==> src/rtl/pcap_pkg.sv <==
// Shared constants, state type and helpers for the pcap header generator.
// Word values are host-order 32-bit words; the capture writer serialises them.
package pcap_pkg;

    localparam logic [31:0] PCAP_MAGIC_NS = 32'hA1B23C4D;
    localparam logic [31:0] PCAP_VER_WORD = 32'h0004_0002;
    localparam int          GHDR_WORDS    = 6;
    localparam int          REC_WORDS     = 4;

    typedef enum logic [1:0] {
        GHDR,
        WAIT_SOF,
        WAIT_EOF,
        EMIT
    } pcap_state_t;

    // Increment when en is set, sticking at all-ones.
    function automatic logic [15:0] sat_inc16(input logic [15:0] v, input logic en);
        return (en && (v != 16'hFFFF)) ? v + 16'd1 : v;
    endfunction

endpackage

==> src/rtl/pcap_hdr_gen.sv <==
// Emits the pcap global header after reset, then one 4-word record header per frame.
// Output handshake: a word moves only when out_valid && out_ready; while stalled the word holds.
module pcap_hdr_gen
    import pcap_pkg::*;
#(
    parameter int unsigned SNAPLEN  = 65535,
    parameter int unsigned LINKTYPE = 1,
    parameter int unsigned LEN_W    = 16
) (
    input  logic             clk,
    input  logic             reset,
    input  logic [31:0]      seconds,
    input  logic [31:0]      nanoseconds,
    input  logic             sof,
    input  logic             eof,
    input  logic [LEN_W-1:0] frame_len,
    output logic [31:0]      out_data,
    output logic             out_valid,
    input  logic             out_ready,
    output logic             out_last,
    output logic [15:0]      drop_cnt,
    output logic [15:0]      err_cnt,
    output pcap_state_t      dbg_state
);

    localparam logic [31:0] SNAP_W     = 32'(SNAPLEN);
    localparam logic [31:0] LINK_W     = 32'(LINKTYPE);
    localparam logic [2:0]  GHDR_LAST  = 3'(GHDR_WORDS - 1);
    localparam logic [2:0]  REC_LAST   = 3'(REC_WORDS - 1);

    pcap_state_t state_q, state_d;
    logic [2:0]  idx_q, idx_d;
    logic [31:0] ts_sec_q, ts_sec_d;
    logic [31:0] ts_nsec_q, ts_nsec_d;
    logic [31:0] incl_q, incl_d;
    logic [31:0] orig_q, orig_d;
    logic [15:0] drop_q, drop_d;
    logic [15:0] err_q, err_d;

    logic [31:0] len_ext;
    logic [31:0] len_clip;
    logic [31:0] word;
    logic        word_last;
    logic        emitting;
    logic        xfer;

    assign len_ext  = 32'(frame_len);
    assign len_clip = (len_ext > SNAP_W) ? SNAP_W : len_ext;

    // Word mux is driven straight from the state and word index, so it
    // cannot change during a stall because neither moves without a transfer.
    always_comb begin
        word      = 32'h0;
        word_last = 1'b0;
        case (state_q)
            GHDR: begin
                word_last = (idx_q == GHDR_LAST);
                case (idx_q)
                    3'd0:    word = PCAP_MAGIC_NS;
                    3'd1:    word = PCAP_VER_WORD;
                    3'd4:    word = SNAP_W;
                    3'd5:    word = LINK_W;
                    default: word = 32'h0;
                endcase
            end
            EMIT: begin
                word_last = (idx_q == REC_LAST);
                case (idx_q)
                    3'd0:    word = ts_sec_q;
                    3'd1:    word = ts_nsec_q;
                    3'd2:    word = incl_q;
                    default: word = orig_q;
                endcase
            end
            default: begin
                word      = 32'h0;
                word_last = 1'b0;
            end
        endcase
    end

    // Gating with reset makes the outputs idle for the whole reset pulse and
    // lets the first header word appear as soon as reset is released.
    assign emitting  = (state_q == GHDR) || (state_q == EMIT);
    assign out_valid = emitting && !reset;
    assign out_data  = out_valid ? word : 32'h0;
    assign out_last  = out_valid && word_last;
    assign xfer      = out_valid && out_ready;

    assign drop_cnt  = drop_q;
    assign err_cnt   = err_q;
    assign dbg_state = state_q;

    always_comb begin
        state_d   = state_q;
        idx_d     = idx_q;
        ts_sec_d  = ts_sec_q;
        ts_nsec_d = ts_nsec_q;
        incl_d    = incl_q;
        orig_d    = orig_q;
        drop_d    = drop_q;
        err_d     = err_q;

        case (state_q)
            GHDR: begin
                if (xfer) begin
                    if (word_last) begin
                        state_d = WAIT_SOF;
                        idx_d   = 3'd0;
                    end else begin
                        idx_d = idx_q + 3'd1;
                    end
                end
            end

            WAIT_SOF: begin
                if (sof) begin
                    ts_sec_d  = seconds;
                    ts_nsec_d = nanoseconds;
                    if (eof) begin
                        incl_d  = len_clip;
                        orig_d  = len_ext;
                        state_d = EMIT;
                    end else begin
                        state_d = WAIT_EOF;
                    end
                end else if (eof) begin
                    err_d = sat_inc16(err_q, 1'b1);
                end
            end

            WAIT_EOF: begin
                // Any sof here is a second frame start before the first closed.
                drop_d = sat_inc16(drop_q, sof);
                if (eof) begin
                    incl_d  = len_clip;
                    orig_d  = len_ext;
                    state_d = EMIT;
                end
            end

            EMIT: begin
                drop_d = sat_inc16(drop_q, sof);
                err_d  = sat_inc16(err_q, eof);
                if (xfer) begin
                    if (word_last) begin
                        state_d = WAIT_SOF;
                        idx_d   = 3'd0;
                    end else begin
                        idx_d = idx_q + 3'd1;
                    end
                end
            end

            default: begin
                state_d = GHDR;
                idx_d   = 3'd0;
            end
        endcase
    end

    always_ff @(posedge clk) begin
        if (reset) begin
            state_q   <= GHDR;
            idx_q     <= 3'd0;
            ts_sec_q  <= 32'h0;
            ts_nsec_q <= 32'h0;
            incl_q    <= 32'h0;
            orig_q    <= 32'h0;
            drop_q    <= 16'h0;
            err_q     <= 16'h0;
        end else begin
            state_q   <= state_d;
            idx_q     <= idx_d;
            ts_sec_q  <= ts_sec_d;
            ts_nsec_q <= ts_nsec_d;
            incl_q    <= incl_d;
            orig_q    <= orig_d;
            drop_q    <= drop_d;
            err_q     <= err_d;
        end
    end

endmodule

==> config.mk <==
export PLATFORM = sky130hd
export DESIGN_NAME = pcap_hdr_gen
export DESIGN_NICKNAME = d
export VERILOG_FILES = /design/src/rtl/pcap_pkg.sv /design/src/rtl/pcap_hdr_gen.sv
export SDC_FILE = /design/constraint.sdc
export NUM_CORES = 1
export LEC_CHECK = 0
export BUFFER_PORTS_ARGS = -buffer_cell sky130_fd_sc_hd__clkbuf_2
export CORE_ASPECT_RATIO = 0.9
export CORE_MARGIN = 10
export CORE_UTILIZATION = 56
export DETAILED_ROUTE_END_ITERATION = 7
export PLACE_DENSITY = 0.92
export SLEW_MARGIN = 20
export SYNTH_ARGS = -nofsm -noshare
export SYNTH_HDL_FRONTEND = slang
export SYNTH_SLANG_ARGS = --single-unit
==> constraint.sdc <==
create_clock -name clk -period 4.3 [get_ports clk]
set_input_delay 0.86 -clock clk [delete_from_list [all_inputs] [get_ports clk]]
set_output_delay 0.86 -clock clk [all_outputs]
set_load 0.005 [all_outputs]
Yosys cells after proc, flatten, opt, wreduce, memory -nomap -nowiden
Index checks and enable logic that the tools add are counted.

Eq/ne operators: 18. Reductions and logical operators: 19. $add $sub $neg: 3. Order comparisons: 1. Muxes and demuxes: 24.

Operators by type and width (count): 32-bit case mux with 2 select lines (3); 32-bit two-way mux (5); 32-bit case mux with 4 select lines (1); 32-bit case mux with 3 select lines (1); 16-bit two-way mux (5); 16-bit by 1-bit adder with 16-bit output, second input constant (2); 16-bit != test, second input constant (2); 16-bit case mux with 2 select lines (1); 16-bit greater-than comparator, second input constant (1); 2-bit != test, second input constant (5); 2-bit two-way mux (4); 2-bit AND reduction (4); 3-bit by 2-bit equality test with 1-bit output, second input constant (2); 3-bit equality test, second input constant (2); 2-bit by 1-bit != test with 1-bit output, second input constant (3); 2-bit case mux with 3 select lines (1); 1-bit logical AND (5); 5-bit AND reduction (1); 2-bit equality test, second input constant (2); 4-bit AND reduction (1); 2-bit nonzero test (2); 2-bit OR reduction (2); 3-bit by 1-bit adder with 3-bit output, second input constant (1); 3-bit by 1-bit equality test with 1-bit output, second input constant (1); other kinds (8) (8).

Output and inout bits: 68. Register bits: 165. Input port bits: 85. Logic and storage cells: 73.

Logic depth before layout (Yosys ltp)
Word-level depth: 6. Depth in mapped cells: 9.

Worst setup path before layout
No wires, ideal clock.

Path kind: input to output. Start point: input reset. End point: output out_data[24]. Data arrival time: 2365 ps. Cell stages on the path: 8. Required time: 3440 ps. Slack: 1075 ps. Cells stage by stage: clkbuf_1 > or2_1 > inv_1 > nand2_1 > or3_1 > clkbuf_1 > buf_2 > o21ai_0.

Word-level cells in the longest chain between the ends: 3.

Ends and longest elaborated chain: start: declaration (RTL line pcap_hdr_gen.sv:11) `input logic reset,`; 1-bit zero test (RTL line pcap_hdr_gen.sv:85) `assign out_valid = emitting && !reset;`; 1-bit logical AND (RTL line pcap_hdr_gen.sv:85); via out_valid (RTL line pcap_hdr_gen.sv:18) `output logic out_valid,`; 32-bit two-way mux (RTL line pcap_hdr_gen.sv:86) `assign out_data = out_valid ? word : 32'h0;`; end: declaration (RTL line pcap_hdr_gen.sv:17) `output logic [31:0] out_data,`.

The timed path passes the listed nets, and every way through them passes these cells.

Worst setup path after layout
Start point: register state_q[0], in the netlist dbg_state[0]. End point: output out_data[21].

Word-level cells in the longest chain between the ends: 4. Elaborated cells on any way between the ends: 6.

Ends and longest elaborated chain: start: declaration (RTL line pcap_hdr_gen.sv:31) `pcap_state_t state_q, state_d;`; start signal: assignment (RTL line pcap_hdr_gen.sv:173) `state_q <= state_d;`; branches (longest 3 deep; another with 32-bit case mux with 2 select lines); 32-bit two-way mux * (RTL line pcap_hdr_gen.sv:86).

Every way passes the cells marked *.

==> impl_metrics.tcl <==
set metrics [dict create \
    pin_count 153 \
    crit_arrival_ns 3.18 \
    nets 892 \
    grt_pass1_wl_um 25600 \
    wl_per_cell_um 17.3 \
    n_antenna_cell 0 \
    slew_headroom 0.217 \
    cp_max_fo 15 \
    htreeDepth 4 \
    grt_max_degree 118 \
    vias 5409 \
    critPathMaxStageDelay_ns 0.58 \
    coreArea_mm2 0.00917 \
    crit_top_cell "inv_1" \
    tns_ns 0 \
    synth_area_mm2 0.00530 \
    num_rows 33 \
    cp_num_buf_inv 3 \
    met2_usage 0.372 \
    vias_per_cell 5.82 \
    worstSkewPairLatency_ns 0.50 \
    async_flop_share 0 \
    finalPower_mw 3.55 \
    grt_antenna_before_repair 0 \
    drive_gt1_frac 0.242 \
    maxCapViolations 0 \
    fin_worst_skew_ns 0.00911 \
    synth_edf_count 0 \
    grt_util_met3 0.0471 \
    synth.top_cells.by_area "dfxtp_1, nand2_1, a21oi_1" \
    post-route-drc-count 0 \
    hold_viol 0 \
    ant_nets 0 \
    clkSinkCount 117 \
    tritoncts "yes" \
    dieArea_mm2 0.0138 \
    fmax_mhz 248 \
    overflow 0 \
    critPathTopFamily "simple AND/OR/NAND/NOR gates" \
    initial_core_util 0.578 \
    synth_nets 762 \
    start_kind "flop" \
    area_growth_pct 25.9 \
    final_common_cell "clkbuf_2" \
    critPathKind "reg -> out" \
    powerDensity_mw_per_mm2 533 \
    yosysTopAreaCell "dfxtp_1" \
    synth_cell_types 45 \
    met1_usage 0.278 \
    portBuffers 152 \
    cts.clk_slew.worst_paths_ns 0.06 \
    wirelength_um 16100 \
    crit_path_end_kind "primary output" \
    die_y_um 112 \
    dp_hpwl_um 11200 \
    avgSynthCellArea_um2 7.97 \
    layout_common_cells "clkbuf_2, nand2_1, dfxtp_1" \
    grt_usage 0.225 \
    ys_seq_area_frac 0.442 \
    whs_ns 0.454 \
    cts_buffers 17 \
    finalWorstSetupSlack_ns 0.262 \
    clockBufferDepth 2 \
    drtPass1Iterations 6 \
    post-cts-setup-buffers 0 \
    cts-root-buf "clkbuf_8" \
    hp-class "reg -> reg" \
    finalCritPeriodShare 0.939 \
    busiest_layer "met2" \
    outcome "finished, final reports clean" \
    netlist.area_leader.share 0.442 \
    grt_pass1_vias 5243 \
    required_ns 3.44 \
    final.min_clock_period_ns 4.04 \
    die_w_um 123 \
    crit_slowest_cell "or3_4" \
    synth_ff_type "dfxtp_1" \
    ys_ff_latch 117 \
    tightestPinTransition_ns 1.17 \
    cp_cell_sequence "inv_1 -> ha_1 -> or2_1 -> inv_1 -> nand2_1 -> or3_4 -> o21ai_0 -> clkbuf_2" \
    gp_congestion 0.860 \
    synth_cells 665 \
    vdd_drop_max_uv 309 \
    hold_buffers 0 \
    grt_setup_unrepaired "no" \
    ys_warn_count 0 \
    drv_slew 0 \
    dpl_worst_slack_ns 0.583 \
    drtIter0Drc 620 \
    p_leak_nw 2.72 \
    setup_viol_count_final 0 \
]
[worst paths after layout]
path / start / to / slack, ns / cells past startpoint
worst max register to register: dbg_state[1] / incl_q[2] / 1.70 / 6
worst min-delay path: ts_sec_q[25] / ts_sec_q[25] / 0.45 / 2
worst min register to register: ts_sec_q[25] / ts_sec_q[25] / 0.45 / 2
worst max-delay path: dbg_state[0] / out_data[21] / 0.26 / 8
[final cells by class]
class | instances | area (um2)
Multi-Input combinational cell | 486 | 2730
Fill cell | 724 | 2490
Sequential cell | 117 | 2340
Timing Repair Buffer | 158 | 812
Clock buffer | 22 | 473
Tap cell | 122 | 153
Clock inverter | 9 | 101
Inverter | 15 | 56.3
[where the power goes]
part	internal (mW)	switching, mW
sequential	1.21	0.0863
combinational	0.322	0.582
clock	0.878	0.479
[registers in the layout, summed over array words and instances (netlist names)]
name       flops
err_cnt       16
idx_q          3
incl_q        16
dbg_state      2
drop_cnt      16
ts_nsec_q     32
ts_sec_q      32
[metal layers]
metal	part of all wire	up-vias
met5	0	-
met4	0.022	0
met3	0.074	31
met2	0.50	251
met1	0.41	2544
li1	-	2583
[worst min-delay path: stages (launching register included)]
cell and delay (ns):
dfxtp_1 0.31, nand2_1 0.05, a21oi_1 0.05
[cell families after synthesis]
logic type                 synth area share
and+or+nand+nor                       0.230
AOI/OAI and AO/OA                     0.184
DFF                                   0.442
buffers and inverters                0.0451
xor gates and xnor gates             0.0380
muxes                                0.0321
adders and majority gates            0.0283
[repair_timing]
action                                  4_1_cts  5_1_grt
endpoints found under the hold margin         0        0
endpoints found under the setup margin        0        3
resized for setup                             0        1
[stage by stage]
stage	instance area, um2	instances	util
floorplan	5300	665	-
global placement	6090	898	0.664
detailed placement	6090	898	0.664
CTS	6660	929	0.727
global route	6670	929	0.728
finish	6670	929	0.728
[cells in the mapped netlist, types with 9 or more instances]
master      n
nand2_1   145
dfxtp_1   117
a21oi_1    74
nor2_1     67
clkbuf_1   39
o21ai_0    27
mux2i_1    17
a222oi_1   16
a22oi_1    16
inv_1      15
xnor2_1    14
ha_1       12
nand4_1    12
nor3_1      9
xor2_1      9
Note: power is estimated with default switching activity, not from simulation.
